[src/rtl/axi4_pkg.sv]
// Shared AXI4 encodings and per-channel packed payload widths for the buffer slice.
package axi4_pkg;

  localparam int LVL_W     = 5;
  localparam int MAX_DEPTH = 16;

  // REGION + LEN + SIZE + BURST + LOCK + CACHE + PROT + QOS
  localparam int AX_FIXED_W = 4 + 8 + 3 + 2 + 1 + 4 + 3 + 4;

  typedef enum logic [1:0] {
    RESP_OKAY   = 2'b00,
    RESP_EXOKAY = 2'b01,
    RESP_SLVERR = 2'b10,
    RESP_DECERR = 2'b11
  } resp_e;

  typedef enum logic [1:0] {
    BURST_FIXED = 2'b00,
    BURST_INCR  = 2'b01,
    BURST_WRAP  = 2'b10,
    BURST_RSVD  = 2'b11
  } burst_e;

  typedef enum logic [2:0] {
    CH_AW = 3'd0,
    CH_W  = 3'd1,
    CH_B  = 3'd2,
    CH_AR = 3'd3,
    CH_R  = 3'd4
  } chan_e;

  function automatic int payload_width(chan_e ch, int aw, int dw, int iw, int uw);
    case (ch)
      CH_AW, CH_AR: return iw + aw + AX_FIXED_W + uw;
      CH_W:         return iw + dw + dw / 8 + 1 + uw;
      CH_B:         return iw + 2 + uw;
      default:      return iw + dw + 2 + 1 + uw;
    endcase
  endfunction

endpackage

[src/rtl/axi4_if.sv]
// AXI4 bundle; modport s faces the upstream master, modport m faces the downstream slave.
interface axi4_if #(
  parameter int AW = 32,
  parameter int DW = 32,
  parameter int IW = 1,
  parameter int UW = 1
);
  logic [IW-1:0]   AWID;
  logic [AW-1:0]   AWADDR;
  logic [3:0]      AWREGION;
  logic [7:0]      AWLEN;
  logic [2:0]      AWSIZE;
  logic [1:0]      AWBURST;
  logic            AWLOCK;
  logic [3:0]      AWCACHE;
  logic [2:0]      AWPROT;
  logic [3:0]      AWQOS;
  logic [UW-1:0]   AWUSER;
  logic            AWVALID;
  logic            AWREADY;

  logic [IW-1:0]   WID;
  logic [DW-1:0]   WDATA;
  logic [DW/8-1:0] WSTRB;
  logic            WLAST;
  logic [UW-1:0]   WUSER;
  logic            WVALID;
  logic            WREADY;

  logic [IW-1:0]   BID;
  logic [1:0]      BRESP;
  logic [UW-1:0]   BUSER;
  logic            BVALID;
  logic            BREADY;

  logic [IW-1:0]   ARID;
  logic [AW-1:0]   ARADDR;
  logic [3:0]      ARREGION;
  logic [7:0]      ARLEN;
  logic [2:0]      ARSIZE;
  logic [1:0]      ARBURST;
  logic            ARLOCK;
  logic [3:0]      ARCACHE;
  logic [2:0]      ARPROT;
  logic [3:0]      ARQOS;
  logic [UW-1:0]   ARUSER;
  logic            ARVALID;
  logic            ARREADY;

  logic [IW-1:0]   RID;
  logic [DW-1:0]   RDATA;
  logic [1:0]      RRESP;
  logic            RLAST;
  logic [UW-1:0]   RUSER;
  logic            RVALID;
  logic            RREADY;

  modport s (
    input  AWID, AWADDR, AWREGION, AWLEN, AWSIZE, AWBURST, AWLOCK, AWCACHE, AWPROT, AWQOS,
           AWUSER, AWVALID,
    output AWREADY,
    input  WID, WDATA, WSTRB, WLAST, WUSER, WVALID,
    output WREADY,
    output BID, BRESP, BUSER, BVALID,
    input  BREADY,
    input  ARID, ARADDR, ARREGION, ARLEN, ARSIZE, ARBURST, ARLOCK, ARCACHE, ARPROT, ARQOS,
           ARUSER, ARVALID,
    output ARREADY,
    output RID, RDATA, RRESP, RLAST, RUSER, RVALID,
    input  RREADY
  );

  modport m (
    output AWID, AWADDR, AWREGION, AWLEN, AWSIZE, AWBURST, AWLOCK, AWCACHE, AWPROT, AWQOS,
           AWUSER, AWVALID,
    input  AWREADY,
    output WID, WDATA, WSTRB, WLAST, WUSER, WVALID,
    input  WREADY,
    input  BID, BRESP, BUSER, BVALID,
    output BREADY,
    output ARID, ARADDR, ARREGION, ARLEN, ARSIZE, ARBURST, ARLOCK, ARCACHE, ARPROT, ARQOS,
           ARUSER, ARVALID,
    input  ARREADY,
    input  RID, RDATA, RRESP, RLAST, RUSER, RVALID,
    output RREADY
  );

endinterface

[src/rtl/axi4_chan_fifo.sv]
// One valid/ready channel buffer: wire-through at DEPTH 0, otherwise a fully registered FIFO
// whose READY/VALID/head payload come straight from flops.
module axi4_chan_fifo
  import axi4_pkg::*;
#(
  parameter int WIDTH = 8,
  parameter int DEPTH = 2
) (
  input  logic             clk,
  input  logic             rst,
  input  logic             src_valid,
  output logic             src_ready,
  input  logic [WIDTH-1:0] src_data,
  output logic             dst_valid,
  input  logic             dst_ready,
  output logic [WIDTH-1:0] dst_data,
  output logic [LVL_W-1:0] lvl
);

  if (DEPTH == 0) begin : g_pass
    logic unused_clk_rst;
    assign unused_clk_rst = clk ^ rst;

    assign dst_valid = src_valid;
    assign src_ready = dst_ready;
    assign dst_data  = src_data;
    assign lvl       = '0;
  end else begin : g_fifo
    localparam int               PW       = (DEPTH > 1) ? $clog2(DEPTH) : 1;
    localparam logic [PW-1:0]    LAST_IDX = PW'(DEPTH - 1);
    localparam logic [LVL_W-1:0] FULL_LVL = LVL_W'(DEPTH);

    logic [WIDTH-1:0] mem_q [DEPTH];
    logic [WIDTH-1:0] mem_d [DEPTH];
    logic [PW-1:0]    wr_ptr_q, wr_ptr_d;
    logic [PW-1:0]    rd_ptr_q, rd_ptr_d;
    logic [LVL_W-1:0] lvl_q, lvl_d;
    logic             src_ready_q, src_ready_d;
    logic             dst_valid_q, dst_valid_d;
    logic             push, pop;

    assign push = src_valid & src_ready_q;
    assign pop  = dst_valid_q & dst_ready;

    always_comb begin
      mem_d    = mem_q;
      wr_ptr_d = wr_ptr_q;
      rd_ptr_d = rd_ptr_q;
      lvl_d    = lvl_q;

      if (push) begin
        mem_d[wr_ptr_q] = src_data;
        wr_ptr_d        = (wr_ptr_q == LAST_IDX) ? '0 : wr_ptr_q + 1'b1;
      end
      if (pop) begin
        rd_ptr_d = (rd_ptr_q == LAST_IDX) ? '0 : rd_ptr_q + 1'b1;
      end

      case ({push, pop})
        2'b10:   lvl_d = lvl_q + 1'b1;
        2'b01:   lvl_d = lvl_q - 1'b1;
        default: lvl_d = lvl_q;
      endcase

      // Flags are precomputed from the next level so both outputs stay pure flops.
      src_ready_d = (lvl_d < FULL_LVL);
      dst_valid_d = (lvl_d != '0);
    end

    always_ff @(posedge clk) begin
      if (rst) begin
        wr_ptr_q    <= '0;
        rd_ptr_q    <= '0;
        lvl_q       <= '0;
        src_ready_q <= 1'b0;
        dst_valid_q <= 1'b0;
      end else begin
        wr_ptr_q    <= wr_ptr_d;
        rd_ptr_q    <= rd_ptr_d;
        lvl_q       <= lvl_d;
        src_ready_q <= src_ready_d;
        dst_valid_q <= dst_valid_d;
      end
    end

    // Storage carries no reset; entries are only observed while dst_valid is high.
    always_ff @(posedge clk) begin
      mem_q <= mem_d;
    end

    assign src_ready = src_ready_q;
    assign dst_valid = dst_valid_q;
    assign dst_data  = mem_q[rd_ptr_q];
    assign lvl       = lvl_q;
  end

endmodule

[src/rtl/axi4_buf_slice.sv]
// AXI4 register slice: five independent channel buffers between an upstream master (s)
// and a downstream slave (m), each with its own depth.
module axi4_buf_slice
  import axi4_pkg::*;
#(
  parameter int AW  = 32,
  parameter int DW  = 32,
  parameter int IW  = 1,
  parameter int UW  = 1,
  parameter int AWD = 2,
  parameter int WD  = 2,
  parameter int BD  = 2,
  parameter int ARD = 2,
  parameter int RD  = 2
) (
  input  logic       ACLK,
  input  logic       ARESET,
  axi4_if.s          s,
  axi4_if.m          m,
  output logic [4:0] lvl_aw,
  output logic [4:0] lvl_w,
  output logic [4:0] lvl_b,
  output logic [4:0] lvl_ar,
  output logic [4:0] lvl_r
);

  localparam int AW_PW = payload_width(CH_AW, AW, DW, IW, UW);
  localparam int W_PW  = payload_width(CH_W,  AW, DW, IW, UW);
  localparam int B_PW  = payload_width(CH_B,  AW, DW, IW, UW);
  localparam int AR_PW = payload_width(CH_AR, AW, DW, IW, UW);
  localparam int R_PW  = payload_width(CH_R,  AW, DW, IW, UW);

  logic [AW_PW-1:0] aw_in, aw_out;
  logic [W_PW-1:0]  w_in,  w_out;
  logic [B_PW-1:0]  b_in,  b_out;
  logic [AR_PW-1:0] ar_in, ar_out;
  logic [R_PW-1:0]  r_in,  r_out;

  // Write address: s -> m
  assign aw_in = {s.AWID, s.AWADDR, s.AWREGION, s.AWLEN, s.AWSIZE, s.AWBURST, s.AWLOCK,
                  s.AWCACHE, s.AWPROT, s.AWQOS, s.AWUSER};
  assign {m.AWID, m.AWADDR, m.AWREGION, m.AWLEN, m.AWSIZE, m.AWBURST, m.AWLOCK,
          m.AWCACHE, m.AWPROT, m.AWQOS, m.AWUSER} = aw_out;

  axi4_chan_fifo #(.WIDTH(AW_PW), .DEPTH(AWD)) u_aw (
    .clk       (ACLK),
    .rst       (ARESET),
    .src_valid (s.AWVALID),
    .src_ready (s.AWREADY),
    .src_data  (aw_in),
    .dst_valid (m.AWVALID),
    .dst_ready (m.AWREADY),
    .dst_data  (aw_out),
    .lvl       (lvl_aw)
  );

  // Write data: s -> m
  assign w_in = {s.WID, s.WDATA, s.WSTRB, s.WLAST, s.WUSER};
  assign {m.WID, m.WDATA, m.WSTRB, m.WLAST, m.WUSER} = w_out;

  axi4_chan_fifo #(.WIDTH(W_PW), .DEPTH(WD)) u_w (
    .clk       (ACLK),
    .rst       (ARESET),
    .src_valid (s.WVALID),
    .src_ready (s.WREADY),
    .src_data  (w_in),
    .dst_valid (m.WVALID),
    .dst_ready (m.WREADY),
    .dst_data  (w_out),
    .lvl       (lvl_w)
  );

  // Write response: m -> s
  assign b_in = {m.BID, m.BRESP, m.BUSER};
  assign {s.BID, s.BRESP, s.BUSER} = b_out;

  axi4_chan_fifo #(.WIDTH(B_PW), .DEPTH(BD)) u_b (
    .clk       (ACLK),
    .rst       (ARESET),
    .src_valid (m.BVALID),
    .src_ready (m.BREADY),
    .src_data  (b_in),
    .dst_valid (s.BVALID),
    .dst_ready (s.BREADY),
    .dst_data  (b_out),
    .lvl       (lvl_b)
  );

  // Read address: s -> m
  assign ar_in = {s.ARID, s.ARADDR, s.ARREGION, s.ARLEN, s.ARSIZE, s.ARBURST, s.ARLOCK,
                  s.ARCACHE, s.ARPROT, s.ARQOS, s.ARUSER};
  assign {m.ARID, m.ARADDR, m.ARREGION, m.ARLEN, m.ARSIZE, m.ARBURST, m.ARLOCK,
          m.ARCACHE, m.ARPROT, m.ARQOS, m.ARUSER} = ar_out;

  axi4_chan_fifo #(.WIDTH(AR_PW), .DEPTH(ARD)) u_ar (
    .clk       (ACLK),
    .rst       (ARESET),
    .src_valid (s.ARVALID),
    .src_ready (s.ARREADY),
    .src_data  (ar_in),
    .dst_valid (m.ARVALID),
    .dst_ready (m.ARREADY),
    .dst_data  (ar_out),
    .lvl       (lvl_ar)
  );

  // Read data: m -> s
  assign r_in = {m.RID, m.RDATA, m.RRESP, m.RLAST, m.RUSER};
  assign {s.RID, s.RDATA, s.RRESP, s.RLAST, s.RUSER} = r_out;

  axi4_chan_fifo #(.WIDTH(R_PW), .DEPTH(RD)) u_r (
    .clk       (ACLK),
    .rst       (ARESET),
    .src_valid (m.RVALID),
    .src_ready (m.RREADY),
    .src_data  (r_in),
    .dst_valid (s.RVALID),
    .dst_ready (s.RREADY),
    .dst_data  (r_out),
    .lvl       (lvl_r)
  );

endmodule

[src/flat_wrapper.sv]
// flat-port wrapper written by rule: the top's interface ports become plain ports
module axi4_buf_slice_flat import axi4_pkg::*;
#(
  parameter int AW  = 32,
  parameter int DW  = 32,
  parameter int IW  = 1,
  parameter int UW  = 1,
  parameter int AWD = 2,
  parameter int WD  = 2,
  parameter int BD  = 2,
  parameter int ARD = 2,
  parameter int RD  = 2
)
  (ACLK, ARESET, lvl_aw, lvl_w, lvl_b, lvl_ar, lvl_r, s_AWID, s_AWADDR, s_AWREGION, s_AWLEN, s_AWSIZE, s_AWBURST, s_AWLOCK, s_AWCACHE, s_AWPROT, s_AWQOS, s_AWUSER, s_AWVALID, s_AWREADY, s_WID, s_WDATA, s_WSTRB, s_WLAST, s_WUSER, s_WVALID, s_WREADY, s_BID, s_BRESP, s_BUSER, s_BVALID, s_BREADY, s_ARID, s_ARADDR, s_ARREGION, s_ARLEN, s_ARSIZE, s_ARBURST, s_ARLOCK, s_ARCACHE, s_ARPROT, s_ARQOS, s_ARUSER, s_ARVALID, s_ARREADY, s_RID, s_RDATA, s_RRESP, s_RLAST, s_RUSER, s_RVALID, s_RREADY, m_AWID, m_AWADDR, m_AWREGION, m_AWLEN, m_AWSIZE, m_AWBURST, m_AWLOCK, m_AWCACHE, m_AWPROT, m_AWQOS, m_AWUSER, m_AWVALID, m_AWREADY, m_WID, m_WDATA, m_WSTRB, m_WLAST, m_WUSER, m_WVALID, m_WREADY, m_BID, m_BRESP, m_BUSER, m_BVALID, m_BREADY, m_ARID, m_ARADDR, m_ARREGION, m_ARLEN, m_ARSIZE, m_ARBURST, m_ARLOCK, m_ARCACHE, m_ARPROT, m_ARQOS, m_ARUSER, m_ARVALID, m_ARREADY, m_RID, m_RDATA, m_RRESP, m_RLAST, m_RUSER, m_RVALID, m_RREADY);
  axi4_if #(.AW(AW), .DW(DW), .IW(IW), .UW(UW)) s_i ();
  axi4_if #(.AW(AW), .DW(DW), .IW(IW), .UW(UW)) m_i ();
  input  logic ACLK;
  input  logic ARESET;
  output logic [4:0] lvl_aw;
  output logic [4:0] lvl_w;
  output logic [4:0] lvl_b;
  output logic [4:0] lvl_ar;
  output logic [4:0] lvl_r;
  input wire logic [$bits(s_i.AWID)-1:0] s_AWID;
  input wire logic [$bits(s_i.AWADDR)-1:0] s_AWADDR;
  input wire logic [$bits(s_i.AWREGION)-1:0] s_AWREGION;
  input wire logic [$bits(s_i.AWLEN)-1:0] s_AWLEN;
  input wire logic [$bits(s_i.AWSIZE)-1:0] s_AWSIZE;
  input wire logic [$bits(s_i.AWBURST)-1:0] s_AWBURST;
  input wire logic [$bits(s_i.AWLOCK)-1:0] s_AWLOCK;
  input wire logic [$bits(s_i.AWCACHE)-1:0] s_AWCACHE;
  input wire logic [$bits(s_i.AWPROT)-1:0] s_AWPROT;
  input wire logic [$bits(s_i.AWQOS)-1:0] s_AWQOS;
  input wire logic [$bits(s_i.AWUSER)-1:0] s_AWUSER;
  input wire logic [$bits(s_i.AWVALID)-1:0] s_AWVALID;
  output wire logic [$bits(s_i.AWREADY)-1:0] s_AWREADY;
  input wire logic [$bits(s_i.WID)-1:0] s_WID;
  input wire logic [$bits(s_i.WDATA)-1:0] s_WDATA;
  input wire logic [$bits(s_i.WSTRB)-1:0] s_WSTRB;
  input wire logic [$bits(s_i.WLAST)-1:0] s_WLAST;
  input wire logic [$bits(s_i.WUSER)-1:0] s_WUSER;
  input wire logic [$bits(s_i.WVALID)-1:0] s_WVALID;
  output wire logic [$bits(s_i.WREADY)-1:0] s_WREADY;
  output wire logic [$bits(s_i.BID)-1:0] s_BID;
  output wire logic [$bits(s_i.BRESP)-1:0] s_BRESP;
  output wire logic [$bits(s_i.BUSER)-1:0] s_BUSER;
  output wire logic [$bits(s_i.BVALID)-1:0] s_BVALID;
  input wire logic [$bits(s_i.BREADY)-1:0] s_BREADY;
  input wire logic [$bits(s_i.ARID)-1:0] s_ARID;
  input wire logic [$bits(s_i.ARADDR)-1:0] s_ARADDR;
  input wire logic [$bits(s_i.ARREGION)-1:0] s_ARREGION;
  input wire logic [$bits(s_i.ARLEN)-1:0] s_ARLEN;
  input wire logic [$bits(s_i.ARSIZE)-1:0] s_ARSIZE;
  input wire logic [$bits(s_i.ARBURST)-1:0] s_ARBURST;
  input wire logic [$bits(s_i.ARLOCK)-1:0] s_ARLOCK;
  input wire logic [$bits(s_i.ARCACHE)-1:0] s_ARCACHE;
  input wire logic [$bits(s_i.ARPROT)-1:0] s_ARPROT;
  input wire logic [$bits(s_i.ARQOS)-1:0] s_ARQOS;
  input wire logic [$bits(s_i.ARUSER)-1:0] s_ARUSER;
  input wire logic [$bits(s_i.ARVALID)-1:0] s_ARVALID;
  output wire logic [$bits(s_i.ARREADY)-1:0] s_ARREADY;
  output wire logic [$bits(s_i.RID)-1:0] s_RID;
  output wire logic [$bits(s_i.RDATA)-1:0] s_RDATA;
  output wire logic [$bits(s_i.RRESP)-1:0] s_RRESP;
  output wire logic [$bits(s_i.RLAST)-1:0] s_RLAST;
  output wire logic [$bits(s_i.RUSER)-1:0] s_RUSER;
  output wire logic [$bits(s_i.RVALID)-1:0] s_RVALID;
  input wire logic [$bits(s_i.RREADY)-1:0] s_RREADY;
  output wire logic [$bits(m_i.AWID)-1:0] m_AWID;
  output wire logic [$bits(m_i.AWADDR)-1:0] m_AWADDR;
  output wire logic [$bits(m_i.AWREGION)-1:0] m_AWREGION;
  output wire logic [$bits(m_i.AWLEN)-1:0] m_AWLEN;
  output wire logic [$bits(m_i.AWSIZE)-1:0] m_AWSIZE;
  output wire logic [$bits(m_i.AWBURST)-1:0] m_AWBURST;
  output wire logic [$bits(m_i.AWLOCK)-1:0] m_AWLOCK;
  output wire logic [$bits(m_i.AWCACHE)-1:0] m_AWCACHE;
  output wire logic [$bits(m_i.AWPROT)-1:0] m_AWPROT;
  output wire logic [$bits(m_i.AWQOS)-1:0] m_AWQOS;
  output wire logic [$bits(m_i.AWUSER)-1:0] m_AWUSER;
  output wire logic [$bits(m_i.AWVALID)-1:0] m_AWVALID;
  input wire logic [$bits(m_i.AWREADY)-1:0] m_AWREADY;
  output wire logic [$bits(m_i.WID)-1:0] m_WID;
  output wire logic [$bits(m_i.WDATA)-1:0] m_WDATA;
  output wire logic [$bits(m_i.WSTRB)-1:0] m_WSTRB;
  output wire logic [$bits(m_i.WLAST)-1:0] m_WLAST;
  output wire logic [$bits(m_i.WUSER)-1:0] m_WUSER;
  output wire logic [$bits(m_i.WVALID)-1:0] m_WVALID;
  input wire logic [$bits(m_i.WREADY)-1:0] m_WREADY;
  input wire logic [$bits(m_i.BID)-1:0] m_BID;
  input wire logic [$bits(m_i.BRESP)-1:0] m_BRESP;
  input wire logic [$bits(m_i.BUSER)-1:0] m_BUSER;
  input wire logic [$bits(m_i.BVALID)-1:0] m_BVALID;
  output wire logic [$bits(m_i.BREADY)-1:0] m_BREADY;
  output wire logic [$bits(m_i.ARID)-1:0] m_ARID;
  output wire logic [$bits(m_i.ARADDR)-1:0] m_ARADDR;
  output wire logic [$bits(m_i.ARREGION)-1:0] m_ARREGION;
  output wire logic [$bits(m_i.ARLEN)-1:0] m_ARLEN;
  output wire logic [$bits(m_i.ARSIZE)-1:0] m_ARSIZE;
  output wire logic [$bits(m_i.ARBURST)-1:0] m_ARBURST;
  output wire logic [$bits(m_i.ARLOCK)-1:0] m_ARLOCK;
  output wire logic [$bits(m_i.ARCACHE)-1:0] m_ARCACHE;
  output wire logic [$bits(m_i.ARPROT)-1:0] m_ARPROT;
  output wire logic [$bits(m_i.ARQOS)-1:0] m_ARQOS;
  output wire logic [$bits(m_i.ARUSER)-1:0] m_ARUSER;
  output wire logic [$bits(m_i.ARVALID)-1:0] m_ARVALID;
  input wire logic [$bits(m_i.ARREADY)-1:0] m_ARREADY;
  input wire logic [$bits(m_i.RID)-1:0] m_RID;
  input wire logic [$bits(m_i.RDATA)-1:0] m_RDATA;
  input wire logic [$bits(m_i.RRESP)-1:0] m_RRESP;
  input wire logic [$bits(m_i.RLAST)-1:0] m_RLAST;
  input wire logic [$bits(m_i.RUSER)-1:0] m_RUSER;
  input wire logic [$bits(m_i.RVALID)-1:0] m_RVALID;
  output wire logic [$bits(m_i.RREADY)-1:0] m_RREADY;
  assign s_i.AWID = s_AWID;
  assign s_i.AWADDR = s_AWADDR;
  assign s_i.AWREGION = s_AWREGION;
  assign s_i.AWLEN = s_AWLEN;
  assign s_i.AWSIZE = s_AWSIZE;
  assign s_i.AWBURST = s_AWBURST;
  assign s_i.AWLOCK = s_AWLOCK;
  assign s_i.AWCACHE = s_AWCACHE;
  assign s_i.AWPROT = s_AWPROT;
  assign s_i.AWQOS = s_AWQOS;
  assign s_i.AWUSER = s_AWUSER;
  assign s_i.AWVALID = s_AWVALID;
  assign s_AWREADY = s_i.AWREADY;
  assign s_i.WID = s_WID;
  assign s_i.WDATA = s_WDATA;
  assign s_i.WSTRB = s_WSTRB;
  assign s_i.WLAST = s_WLAST;
  assign s_i.WUSER = s_WUSER;
  assign s_i.WVALID = s_WVALID;
  assign s_WREADY = s_i.WREADY;
  assign s_BID = s_i.BID;
  assign s_BRESP = s_i.BRESP;
  assign s_BUSER = s_i.BUSER;
  assign s_BVALID = s_i.BVALID;
  assign s_i.BREADY = s_BREADY;
  assign s_i.ARID = s_ARID;
  assign s_i.ARADDR = s_ARADDR;
  assign s_i.ARREGION = s_ARREGION;
  assign s_i.ARLEN = s_ARLEN;
  assign s_i.ARSIZE = s_ARSIZE;
  assign s_i.ARBURST = s_ARBURST;
  assign s_i.ARLOCK = s_ARLOCK;
  assign s_i.ARCACHE = s_ARCACHE;
  assign s_i.ARPROT = s_ARPROT;
  assign s_i.ARQOS = s_ARQOS;
  assign s_i.ARUSER = s_ARUSER;
  assign s_i.ARVALID = s_ARVALID;
  assign s_ARREADY = s_i.ARREADY;
  assign s_RID = s_i.RID;
  assign s_RDATA = s_i.RDATA;
  assign s_RRESP = s_i.RRESP;
  assign s_RLAST = s_i.RLAST;
  assign s_RUSER = s_i.RUSER;
  assign s_RVALID = s_i.RVALID;
  assign s_i.RREADY = s_RREADY;
  assign m_AWID = m_i.AWID;
  assign m_AWADDR = m_i.AWADDR;
  assign m_AWREGION = m_i.AWREGION;
  assign m_AWLEN = m_i.AWLEN;
  assign m_AWSIZE = m_i.AWSIZE;
  assign m_AWBURST = m_i.AWBURST;
  assign m_AWLOCK = m_i.AWLOCK;
  assign m_AWCACHE = m_i.AWCACHE;
  assign m_AWPROT = m_i.AWPROT;
  assign m_AWQOS = m_i.AWQOS;
  assign m_AWUSER = m_i.AWUSER;
  assign m_AWVALID = m_i.AWVALID;
  assign m_i.AWREADY = m_AWREADY;
  assign m_WID = m_i.WID;
  assign m_WDATA = m_i.WDATA;
  assign m_WSTRB = m_i.WSTRB;
  assign m_WLAST = m_i.WLAST;
  assign m_WUSER = m_i.WUSER;
  assign m_WVALID = m_i.WVALID;
  assign m_i.WREADY = m_WREADY;
  assign m_i.BID = m_BID;
  assign m_i.BRESP = m_BRESP;
  assign m_i.BUSER = m_BUSER;
  assign m_i.BVALID = m_BVALID;
  assign m_BREADY = m_i.BREADY;
  assign m_ARID = m_i.ARID;
  assign m_ARADDR = m_i.ARADDR;
  assign m_ARREGION = m_i.ARREGION;
  assign m_ARLEN = m_i.ARLEN;
  assign m_ARSIZE = m_i.ARSIZE;
  assign m_ARBURST = m_i.ARBURST;
  assign m_ARLOCK = m_i.ARLOCK;
  assign m_ARCACHE = m_i.ARCACHE;
  assign m_ARPROT = m_i.ARPROT;
  assign m_ARQOS = m_i.ARQOS;
  assign m_ARUSER = m_i.ARUSER;
  assign m_ARVALID = m_i.ARVALID;
  assign m_i.ARREADY = m_ARREADY;
  assign m_i.RID = m_RID;
  assign m_i.RDATA = m_RDATA;
  assign m_i.RRESP = m_RRESP;
  assign m_i.RLAST = m_RLAST;
  assign m_i.RUSER = m_RUSER;
  assign m_i.RVALID = m_RVALID;
  assign m_RREADY = m_i.RREADY;
  axi4_buf_slice #(.AW(AW), .DW(DW), .IW(IW), .UW(UW), .AWD(AWD), .WD(WD), .BD(BD), .ARD(ARD), .RD(RD)) u_core (.ACLK(ACLK), .ARESET(ARESET), .s(s_i), .m(m_i), .lvl_aw(lvl_aw), .lvl_w(lvl_w), .lvl_b(lvl_b), .lvl_ar(lvl_ar), .lvl_r(lvl_r));
endmodule
[config.mk]
export PLATFORM = sky130hd
export DESIGN_NAME = axi4_buf_slice_flat
export DESIGN_NICKNAME = d
export VERILOG_FILES = /design/src/rtl/axi4_pkg.sv /design/src/rtl/axi4_if.sv /design/src/rtl/axi4_chan_fifo.sv /design/src/rtl/axi4_buf_slice.sv /design/src/flat_wrapper.sv
export SDC_FILE = /design/constraint.sdc
export NUM_CORES = 1
export LEC_CHECK = 0
export BUFFER_PORTS_ARGS = -buffer_cell sky130_fd_sc_hd__buf_2
export CAP_MARGIN = 20
export CORE_ASPECT_RATIO = 1.25
export CORE_MARGIN = 10
export CORE_UTILIZATION = 34
export CTS_BUF_LIST = sky130_fd_sc_hd__clkbuf_8 sky130_fd_sc_hd__clkbuf_16
export CTS_CLUSTER_DIAMETER = 50
export DETAILED_ROUTE_END_ITERATION = 10
export GPL_TIMING_DRIVEN = 0
export SYNTH_ARGS = -nofsm -noshare
export SYNTH_HDL_FRONTEND = slang
export SYNTH_SLANG_ARGS = --single-unit
[constraint.sdc]
create_clock -name ACLK -period 5.4 [get_ports ACLK]
set_clock_uncertainty 0.05 [all_clocks]
set_input_delay 0.54 -clock ACLK [delete_from_list [all_inputs] [get_ports ACLK]]
set_output_delay 0.54 -clock ACLK [all_outputs]
set_load 0.03 [all_outputs]
# --- Yosys cells after proc, flatten, opt, wreduce, memory -nomap -nowiden ---
# Cells that the tools add are included.
totals:
  word_cells: 160
  input_bits: 218
  out_inout_bits: 241
  reg_bits: 457
classes:
  bitwise_logic: 20
  n_lt_le_gt_ge: 20
  addsub: 20
  muxes: 45
  n_eq_ne: 10
  n_reduce_logical: 10
ops:
  columns: ["cell", "count"]
  rows:
  - ["$mux W63", 8]
  - ["$bwmux W126", 2]
  - ["$mux W39", 4]
  - ["$mux W37", 4]
  - ["$demux W63 S1", 2]
  - ["$bwmux W78", 1]
  - ["$bwmux W74", 1]
  - ["$pmux W5 S2", 5]
  - ["$demux W39 S1", 1]
  - ["$demux W37 S1", 1]
  - ["$add A5 B1 Y5 const B", 5]
  - ["$lt A5 B2 Y1 const B", 5]
  - ["$reduce_bool A5 Y1", 5]
  - ["$sub A5 B1 Y5 const B", 5]
  - ["$ge A2 B2 Y1 const B", 10]
  - ["$not A1 Y2", 10]
  - ["$mux W4", 4]
  - ["$add A1 B1 Y1 const B", 10]
  - ["$and A1 B1 Y1", 10]
  - ["$eq A2 B1 Y1 const B", 5]
  - ["$eq A2 B2 Y1 const B", 5]
  - ["$lt A2 B1 Y1 const B", 5]
  - ["$mux W1", 10]
  - ["$bwmux W8", 1]
  - ["other kinds (2)", 6]

# --- Longest topological paths before layout ---
# Gate-level depths: netlist of run 1.
logic_depth:
  word_depth: 6
  mapped_depth: 13
  mapped_depth_nobuf: 12

# --- By module ---
# Synthesis of run 1 repeated with hierarchy kept, for this count alone.
hier_totals:
  hier_cells: 981
  area_unflattened_um2: 17683.2
by_module_without_submodules:
  columns: ["module", "area_each_um2", "cells_each", "n_inst", "seq_area_each_um2"]
  rows:
  - ["axi4_chan_fifo (u_core.u_ar ...)", 5066.1, 259, 2, 3963.8]
  - ["axi4_chan_fifo (u_core.u_w)", 3455.8, 198, 1, 2522.4]
  - ["axi4_chan_fifo (u_core.u_r)", 3193.1, 180, 1, 2402.3]
  - ["axi4_chan_fifo (u_core.u_b)", 902.1, 85, 1, 420.4]

# --- Least setup slack after synthesis of run 1 ---
# OpenSTA, ideal clock, no wires.
synth_path:
  path_kind: "register -> register"
  start: "register u_core.u_aw.g_fifo.src_ready_q, in the netlist u_core.u_aw.src_ready"
  end: "register u_core.u_aw.g_fifo.mem_q[100] in the netlist's numbering, enable pin"
  setup_slack_ns: 1.493
  arrival_time_ns: 3.372
  synth_period_minus_slack_ns: 3.907
  path_buffers: 0
  stages_incl_launch_ff: 3
  t_required_ns: 4.865
  setup_ns: 0.485
  path_cell_list: "dfxtp_1 -> nand2_1 -> nor2_1"
synth_between:
  elab_chain_cells: 1
synth_rtl:
  columns: ["element", "line_no", "rtl"]
  rows:
  - ["start: declaration", "axi4_chan_fifo.sv:38", "logic src_ready_q, src_ready_d;"]
  - ["start signal: assignment", "axi4_chan_fifo.sv:81", "src_ready_q <= src_ready_d;"]
  - ["$and A1 B1 Y1", "axi4_chan_fifo.sv:42", "assign push = src_valid & src_ready_q;"]
  - ["end signal: assignment", "axi4_chan_fifo.sv:88", "mem_q <= mem_d;"]
  - ["end: declaration", "axi4_chan_fifo.sv:33", "logic [WIDTH-1:0] mem_q [DEPTH];"]
# No other way between the ends.
# A chain may end at the register's enable or synchronous reset.

# --- Worst setup path in the final report of run 1 ---
layout_path:
  start: "register u_core.u_aw.g_fifo.rd_ptr_q"
  end: "output port m_AWBURST[1]"
layout_between:
  elab_chain_cells: 4
layout_rtl:
  columns: ["element", "line_no", "rtl"]
  rows:
  - ["start: declaration", "axi4_chan_fifo.sv:36", "logic [PW-1:0] rd_ptr_q, rd_ptr_d;"]
  - ["start signal: assignment", "axi4_chan_fifo.sv:79", "rd_ptr_q <= rd_ptr_d;"]
  - ["$not A1 Y2 (implied by the code)", "axi4_chan_fifo.sv:93", "assign dst_data = mem_q[rd_ptr_q];"]
  - ["$mux W63 (implied by the code) (3 in series)", "axi4_chan_fifo.sv:93", null]
  - ["end: declaration", "flat_wrapper.sv:74", "output wire logic [$bits(m_i.AWBURST)-1:0] m_AWBURST;"]
# No other way between the ends. The select of a mux whose other input is x is not followed.

==> results of run 1 <==
-- synth_stat cells (all sizes together) (5+ instances only) --
master  number
edfxtp     412
mux2       207
nor2        52
dfxtp       45
clkbuf      36
xnor2       25
a21oi       20
nand2       20
xor2        15
o21ai       13
and2        12
ha          10
a31oi        8
buf          8
or3          8
and3         7
inv          7
mux2i        7
nor2b        7
nor3b        7
nor3         6
nand3        5
nand4b       5
-- registers in the layout, indices dropped and copies added (netlist names), 5 cells and up --
name / count
u_core.u_ar.lvl: 5
u_core.u_b.g_fifo.mem_q: 8
u_core.u_w.lvl: 5
u_core.u_ar.g_fifo.mem_q: 126
u_core.u_aw.lvl: 5
u_core.u_r.g_fifo.mem_q: 74
u_core.u_w.g_fifo.mem_q: 78
u_core.u_r.lvl: 5
u_core.u_b.lvl: 5
u_core.u_aw.g_fifo.mem_q: 126
-- metal layers --
layer	wire length [um]	vias to the layer above	track usage, %
li1	-	4854	-
met1	16200	5079	14.8
met2	23400	366	24.9
met4	1300	8	5.25
met5	32	-	0
met3	4440	80	6.17
-- worst paths after layout --
path | from | to | slack (ns) | cells after the start
worst max-delay path | u_core.u_aw.g_fifo.rd_ptr_q$_SDFFE_PP0P_ | m_AWBURST[1] | 2.31 | 4
worst min-delay path | m_RDATA[29] | u_core.u_r.g_fifo.mem_q[70]$_DFFE_PP_ | 0.1 | 1
worst max register to register | u_core.u_aw.dst_valid$_SDFF_PP0_ | u_core.u_aw.dst_valid$_SDFF_PP0_ | 2.63 | 12
worst min register to register | u_core.u_b.g_fifo.wr_ptr_q$_SDFFE_PP0P_ | u_core.u_b.g_fifo.wr_ptr_q$_SDFFE_PP0P_ | 0.49 | 2
-- cells in the final DEF (no fill, tap or decap), types with 3 or more instances in the layout --
cell       count
nand4b_1       5
o22ai_1        3
and2_1        12
diode_2        4
a21oi_1       20
nor2_1        48
clkinv_1       4
nor2_4         4
clkbuf_8       4
buf_1          6
inv_8          4
buf_16         3
edfxtp_1     412
nand2_1       19
and3_1         3
inv_1         19
o311ai_0       4
nor2b_1        7
buf_12         5
dfxtp_1       45
nand3b_1       4
buf_2        458
nor3b_1        7
o21ai_0       12
clkinv_2       4
xor2_1        15
or3_1          6
bufinv_16      4
ha_1          10
inv_6          3
clkbuf_16     53
xnor2_1       25
mux2_2       207
nor3_1         6
a31oi_1        8
a22oi_1        4
nand3_1        5
mux2i_1        7
clkbuf_1      36
-- cell type report --
cell class	instances	area, um^2
flip-flops and latches	457	13300
well taps	665	832
clock buffers	57	1380
multi-input cells	475	4130
fillers	4655	28700
repair buffers	465	2470
inverters	7	26.3
plain buffers	44	174
diodes	4	10.0
clock inverters	35	312
-- power by group --
part	internal, mW	switching (mW)
registers	4.38	0.179
clock network	2.04	1.41
logic	1.14	2.19
-- kinds of logic after synthesis --
group,Yosys count,share of synthesized area [%]
and+or+nand+nor,141,4.30
xor gates and xnor gates,40,2.00
AOI/OAI and AO/OA,70,2.59
adders and majority gates,10,0.713
DFF,457,75.6
buffers and inverters,51,1.14
muxes,214,13.7
-- worst max-delay path, stage by stage, from the launching register on --
cell and delay (ns):
dfxtp_1 0.31, clkbuf_1 0.42, clkbuf_1 0.55, mux2_2 0.45, buf_2 0.20
-- per-stage QoR --
stage               hold WS (ns)  area, um^2  setup TNS [ns]  setup slack [ns]
floorplan                  0.443       17600               0              1.49
global route              0.0622       22600               0              2.08
CTS                       0.0510       22600               0              2.14
global placement           0.458       20700          -31.20            -0.259
detailed placement         0.476       20900               0              2.37
finish                    0.0999       22600               0              2.31
==> results.md, run 1 <==
* Leakage at 8.38 nW
* Routed WL at 45.4 mm
* Worst skew pair latency at 0.58 ns
* Yosys cell types at 56
* Critical path type: reg -> out
* CP required at 4.81 ns
* CP Launch Type: flip-flop
* Die Y at 274 um
* Clock Root Buffer: clkbuf_16
* Sequential share of the synthesized area at 75.6%
* Fin util at 44.1%
* FP Rows at 93
* Die area at 61,200 um^2
* Period utilization at 57.2%
* Total grt overflow at 0
* Final setup vio count at 0
* Hold buffer count at cts at 0
* Resized cells post-CTS at 0
* Synth top area share at 70.5%
* Number of synthesis warnings at 0
* Num CTS Buffers at 51
* Hold Crit Class: in -> reg
* #FFs+latches synth at 457
* Vias at 10.4k
* Most used DFF post-synth: edfxtp_1
* Async set-or-reset flop fraction in the synthesized netlist at 0%
* Final Max Tran Viols at 0
* Total GRT Usage at 14.2%
* CP max FO at 10
* Clock Path Buffers at 3
* Clk slew on worst S/H paths at 0.06 ns
* Postcts setup bufs at 0
* Area Overhead vs Synth at 28.7%
* First-pass GRT wire length at 67.0 mm
* Post-detail-place hpwl at 33.6 mm
* PwrDens at 501 nW/um^2
* IO buf count at 457
* Max-cap viol count at 0
* Syn Area/Cell at 17.9 um^2
* Synth area leaders: edfxtp_1 (70%), mux2_2 (13%), dfxtp_1 (5.1%), xnor2_1 (1.2%), nor2_1 (1.1%)
* Antenna viol nets, final at 0
* Cells after synthesis at 983
* Worst VDD drop at 284 uV
* Outcome: complete, no violations
* Max Freq at 324 MHz
* Max transition margin at 39.0%
* H-Tree Depth at 2
* Largest net degree at the start of global routing at 64
* Clock sinks at 457
* Mapped cell area at 17,600 um^2
* Vias per Instance at 4.70
* Initial DRC count at 626
* Drt first pass iters at 5
* Total Nets Final at 1,729
* RD Place Congestion at 0.785
* Final count of hold timing violations at 0
* Die Wd at 223 um
* Period minus WS final at 3.09 ns
* Starting Density at 34.2%
* Layout cells sized above 1 at 49.7%
* Design Power at 11.3 mW
* Cell count after placement at 2,113
* CORE AREA at 51,300 um^2
* Ports at 459
* Vias in the first global route at 10.9k
* Leading area contributor after synthesis: edfxtp_1
* Worst endpoint data arrival time at 2.50 ns
* Layout Cells excl Fill at 2,209
* WL/cell at 20.5 um
* Drt drc at 0
* Pin slew with the least headroom to its limit at 0.915 ns
* Critical Path Sink Type: output pin
* Syn_nets at 1,211
* EDFF count, synth at 412
* CTS tree: done
* Initial antenna violation count at 8
* RSZ-0062 raised after global routing: false
Note: power is estimated with default switching activity, not from simulation.
==> inputs of run 2 (changes only) <==
Clock period 5.4 ns to 2.79 ns, I/O delays scaled along.
==> run 2 against run 1 <==
Die area did not move. First-iteration DRC count is 24% lower. Worst hold slack improved by 0.016 ns. Power rose by 94%. Clock power is 87% higher. Critical path depth shrank 1. Sequential power increased by 94%. Highest routed layer unchanged. Cell count rose by 9.1%. Clock-buffer cell count is 5 lower.
==> results.md, run 2 (synthesis results as in run 1) <==
* Outcome: complete, no violations
* Vias in the first global route at 12.3k
* Final count of hold timing violations at 0
* Cell family with most CP delay: buffers and inverters
* Final setup vio count at 0
* Ports at 459
* Worst endpoint data arrival time at 2.29 ns
* First-pass GRT wire length at 71.4 mm
* Period minus WS final at 2.62 ns
* Min-Delay Path Depth at 4
* Hold Crit Class: in -> reg
* CP max stage cell: dfxtp_1
* Max Freq at 381 MHz
* Num CTS Buffers at 51
* RSZ-0062 raised after global routing: false
* CP max FO at 10
* Max-cap viol count at 0
* Worst skew pair latency at 0.58 ns
* Clock power share at 29.3%
* Starting Density at 34.2%
* Layout Cells excl Fill at 2,411
* Total Nets Final at 1,931
* WL/cell at 19.6 um
* Area Overhead vs Synth at 40.4%
* Most frequent cells in the layout: buf_2 (460), edfxtp_1 (412), mux2_2 (207)
* H-Tree Depth at 2
* Largest regs: u_core.u_ar.g_fifo.mem_q: 126 flops, u_core.u_aw.g_fifo.mem_q: 126 flops, u_core.u_w.g_fifo.mem_q: 78 flops
* P_sw at 7.49 mW
* RD Place Congestion at 0.782
* Post-detail-place hpwl at 33.5 mm
* Pin slew with the least headroom to its limit at 0.946 ns
* Layout cells sized above 1 at 45.0%
* Logic gate share of total power at 30.5%
* Design area at 24,700 um^2
* Sw Share at 34.0%
* Initial DRC count at 478
* Hold wc startpoint: m_AWREADY
* Drt drc at 0
* Worst r2r src: u_core.u_aw.src_ready$_SDFF_PP0_
* Placed inst area at 21,000 um^2
* Seq pwr share at 40.2%
* Final Max Tran Viols at 0
* Max transition margin at 36.8%
* Routed WL at 47.3 mm
* Layout fillers at 4,419
* Period utilization at 94.0%
* Vias per Instance at 4.70
* Fin util at 48.1%
* Internal power at 14.5 mW
* Leakage at 9.25 nW
* FP Rows at 93
* Design Power at 22.0 mW
* Biggest cell delay along the critical path at 0.61 ns
* Clock Root Buffer: clkbuf_16
* IO buf count at 457
* Die Wd at 223 um
* Cell depth of the worst setup path at 3
* Cell count after placement at 2,114
* Commonest non-fill, non-tap cell in the layout: buf_2
* Die area at 61,200 um^2
* Reg-to-Reg End: u_core.u_aw.dst_valid$_SDFF_PP0_
* Critical Path Sink Type: output pin
* Drt first pass iters at 5
* Reg2reg path depth at 11
* Clock sinks at 457
* CP required at 2.46 ns
* Initial antenna violation count at 5
* Largest net degree at the start of global routing at 64
* Setup slack, reg-to-reg at 0.18 ns
* Clk slew on worst S/H paths at 0.06 ns
* Die Y at 274 um
* CP Launch Type: flip-flop
* Worst path bufs/invs at 2
* Antenna viol nets, final at 0
* Total grt overflow at 0
* Worst VDD drop at 558 uV
* Vias at 11.3k
* Crit-path cells: clkbuf_1, mux2_2, buf_2
* PwrDens at 893 nW/um^2
* Total GRT Usage at 14.8%
* CTS tree: done
* Critical path type: reg -> out
* Worst Hold Path EP: u_core.u_aw.g_fifo.rd_ptr_q$_SDFFE_PP0P_
* Clock Path Buffers at 3
* CORE AREA at 51,300 um^2
run 2: cell count changes in the layout (fill, tap and decap cells not counted), moves of 6 or more:
cell           change
dlygate4sd3_1    +206
inv_1              -8
clkinv_1           +8
clkbuf_1          -17
clkbuf_2          +12
clkinv_2           +6
run 2: tightest hold or removal path, delay by kind of cell:
family | cells | cell delay [ns]
buf+inv | 1 | 0.07
xor+xnor | 1 | 0.08
simple gates | 2 | 0.27
run 2: final cells by class:
type | instances | area (um^2) | share of cell area [%]
Antenna cell | 1 | 2.50 | 0.0101
Clock inverter | 43 | 333 | 1.35
Buffer | 39 | 173 | 0.700
Timing Repair Buffer | 672 | 4580 | 18.6
Tap cell | 665 | 832 | 3.37
Inverter | 7 | 26.3 | 0.107
Clock buffer | 52 | 1300 | 5.28
Sequential cell | 457 | 13300 | 53.8
Multi-Input combinational cell | 475 | 4140 | 16.8
run 2: what timing repair did:
| action | 4_1_cts | 5_1_grt |
|---|---|---|
| hold buffers | 206 | 0 |
| hold endpoints to repair | 412 | 0 |
| setup endpoints to repair | 139 | 16 |
| resized for setup | 12 | 8 |
| buffers inserted | 0 | 0 |
run 2: routing by layer:
layer	routed length, um	share of wire (%)	global-route usage [%]
met2	24400	52	26.2
met3	4070	8.6	5.71
met4	1340	2.8	4.95
met1	17400	37	15.7
met5	23	0.049	0
run 2: power by group through the flow:
stage	combinational, mW	clock (mW)	sequential, mW
floorplan	4.18	0	9.19
CTS	6.81	6.64	8.85
global route	7.21	6.91	8.94
global placement	6.34	0	8.97
finish	6.72	6.45	8.84
detailed placement	6.55	0	8.97
run 2: stage by stage:
step                hold WS, ns  TNS (ns)  setup WS, ns
global route              0.140         0        0.0138
CTS                      0.0895         0        0.0218
detailed placement        0.420   -0.0107       -0.0107
finish                    0.116         0         0.168
global placement          0.417    -73.86        -0.657
floorplan                 0.328         0         0.164
run 2: worst max-delay path by stage:
stage                                                   from  slack (ns)                                endpoint
finish              u_core.u_ar.g_fifo.rd_ptr_q$_SDFFE_PP0P_        0.17                             m_ARPROT[0]
global route        u_core.u_ar.g_fifo.rd_ptr_q$_SDFFE_PP0P_        0.01                            m_ARADDR[28]
CTS                 u_core.u_ar.g_fifo.rd_ptr_q$_SDFFE_PP0P_        0.02                            m_ARADDR[12]
detailed placement          u_core.u_aw.dst_valid$_SDFF_PP0_       -0.01        u_core.u_aw.dst_valid$_SDFF_PP0_
global placement    u_core.u_ar.g_fifo.wr_ptr_q$_SDFFE_PP0P_       -0.66  u_core.u_ar.g_fifo.mem_q[44]$_DFFE_PP_
floorplan                   u_core.u_aw.dst_valid$_SDFF_PP0_        0.16        u_core.u_aw.dst_valid$_SDFF_PP0_
==> inputs of run 3 (changes only) <==
Settings changed: CELL_PAD_IN_SITES_DETAIL_PLACEMENT set to 1, CELL_PAD_IN_SITES_GLOBAL_PLACEMENT set to 2, PLACE_DENSITY_LB_ADDON set to 0.1.
==> run 3 against run 2 <==
Clock power down 3%. Clock-buffer cell count up 6. Via count down 1.3%. Sequential power about the same. Cell count down 0.21%. Core utilization down 0.15 points. Global-route usage up 1.4 points. Worst hold slack better by 0.0045 ns. Critical endpoint is now u_core.u_w.dst_valid$_SDFF_PP0_. Highest routed layer unchanged.
==> results.md, run 3 (synthesis results as in run 1) <==
* Ports at 459
* Total Nets Final at 1,928
* Met1 GRT Util at 18.1%
* Total grt overflow at 0
* Gr busiest metal: met2
* Num CTS Buffers at 49
* Max transition margin at 44.9%
* Area Overhead vs Synth at 40.0%
* Largest regs: u_core.u_ar.g_fifo.mem_q: 126 flops, u_core.u_aw.g_fifo.mem_q: 126 flops, u_core.u_w.g_fifo.mem_q: 78 flops
* Most frequent cells in the layout: buf_2 (460), edfxtp_1 (412), mux2_2 (207)
* Drt drc at 0
* CTS tree: done
* Met2 GRT Util at 28.7%
* RSZ-0062 raised after global routing: false
* Routed WL at 51.5 mm
* PwrDens at 890 nW/um^2
* Final setup vio count at 0
* Design Power at 21.9 mW
* Final count of hold timing violations at 0
* Worst VDD drop at 559 uV
* Period minus WS final at 2.58 ns
* Final Max Tran Viols at 0
* Drt first pass iters at 7
* Total GRT Usage at 16.2%
* Layout cells sized above 1 at 45.2%
* Biggest cell delay along the critical path at 0.37 ns
* Pin slew with the least headroom to its limit at 0.827 ns
* Placed inst area at 20,900 um^2
* Seq pwr share at 40.5%
* Period utilization at 92.6%
* Clock Root Buffer: clkbuf_16
* Design area at 24,600 um^2
* Clock power share at 28.5%
* Post-detail-place hpwl at 37.7 mm
* CP Launch Type: flip-flop
* CORE AREA at 51,300 um^2
* H-Tree Depth at 2
* Commonest non-fill, non-tap cell in the layout: buf_2
* Clock Path Buffers at 3
* Outcome: complete, no violations
* FP Rows at 93
* CP max stage cell: o311ai_0
* Internal power at 14.4 mW
* WL/cell at 21.4 um
* IO buf count at 457
* Sw Share at 34.0%
* Vias at 11.2k
* Die Wd at 223 um
* RD Place Congestion at 0.738
* Crit-path cells: and2_1, and2_2, xor2_1, ha_1, o311ai_0, a22oi_1, o22a_1, xor2_1, a22oi_1, o21a_1
* Antenna viol nets, final at 0
* Starting Density at 34.2%
* Die Y at 274 um
* Largest net degree at the start of global routing at 46
* Vias per Instance at 4.65
* Initial antenna violation count at 4
* Logic gate share of total power at 31.0%
* Worst skew pair latency at 0.58 ns
* Hold Crit Class: in -> reg
* Layout fillers at 5,147
* Max Freq at 387 MHz
* Die area at 61,200 um^2
* CP max FO at 7
* CP required at 3.21 ns
* Fin util at 47.9%
* Initial DRC count at 534
* First-pass GRT wire length at 76.3 mm
* Cell count after placement at 2,115
* Leakage at 9.25 nW
* Worst endpoint data arrival time at 3.00 ns
* Vias in the first global route at 12.4k
* Clk slew on worst S/H paths at 0.06 ns
* P_sw at 7.44 mW
* Max-cap viol count at 0
* Postcts setup bufs at 0
* Critical path type: reg -> reg
* Critical Path Sink Type: flip-flop
* Layout Cells excl Fill at 2,406
* Met3 Use GR at 5.23%
* Clock sinks at 457
[run 3: worst max-delay path: cells and delay by family (launching register included)]
| kind | cells | cell delay (ns) |
|---|---|---|
| AOI/OAI and AO/OA | 5 | 1.06 |
| DFF | 1 | 0.31 |
| adders and majority gates | 1 | 0.24 |
| and+or+nand+nor | 2 | 0.48 |
| xor gates and xnor gates | 2 | 0.34 |
[run 3: worst paths after layout]
path / start / endpoint / slack (ns) / cells past startpoint
setup / recovery: u_core.u_w.dst_valid$_SDFF_PP0_ / u_core.u_w.dst_valid$_SDFF_PP0_ / 0.21 / 10
hold / removal: m_WREADY / u_core.u_w.g_fifo.rd_ptr_q$_SDFFE_PP0P_ / 0.12 / 4
setup reg to reg: u_core.u_w.dst_valid$_SDFF_PP0_ / u_core.u_w.dst_valid$_SDFF_PP0_ / 0.21 / 10
hold reg to reg: u_core.u_b.g_fifo.wr_ptr_q$_SDFFE_PP0P_ / u_core.u_b.g_fifo.wr_ptr_q$_SDFFE_PP0P_ / 0.49 / 2
[run 3: repair_timing]
| action | in CTS | in global routing |
|---|---|---|
| resized for setup | 11 | 15 |
| endpoints found under the hold margin | 412 | 0 |
| hold buffers | 206 | 0 |
| setup endpoints to repair | 138 | 72 |
| pin swaps | 0 | 0 |
[run 3: power groups by stage]
stage | Combinational [mW] | Clock (mW) | Sequential (mW)
floorplan | 4.18 | 0 | 9.19
global placement | 6.50 | 0 | 8.98
global route | 7.32 | 6.72 | 8.96
CTS | 6.97 | 6.47 | 8.85
finish | 6.79 | 6.25 | 8.85
detailed placement | 6.68 | 0 | 8.99
[run 3: metrics by stage]
stage | setup TNS (ns) | hold slack (ns) | setup WS, ns
final | 0 | 0.120 | 0.208
after global routing | 0 | 0.136 | 0.00334
after CTS | -3.00 | 0.0831 | -0.119
after detailed placement | -0.00369 | 0.420 | -0.00369
after global placement | -86.37 | 0.416 | -0.660
after floorplan | 0 | 0.328 | 0.164
[run 3: layer usage]
| layer | routed length [um] | up-vias |
|---|---|---|
| li1 | - | 5231 |
| met5 | 23 | - |
| met1 | 19700 | 5591 |
| met3 | 3450 | 75 |
| met2 | 27000 | 277 |
| met4 | 1310 | 4 |
[run 3: area by class of cell]
class	count	area [um^2]	area share, %
buffer	37	166	0.677
clock inverter	33	203	0.825
antenna	1	2.50	0.0102
multi-input combinational	475	4140	16.9
tap	665	832	3.39
inverter	7	26.3	0.107
sequential	457	13300	54.0
clock buffer	58	1360	5.54
timing repair buffer	673	4570	18.6
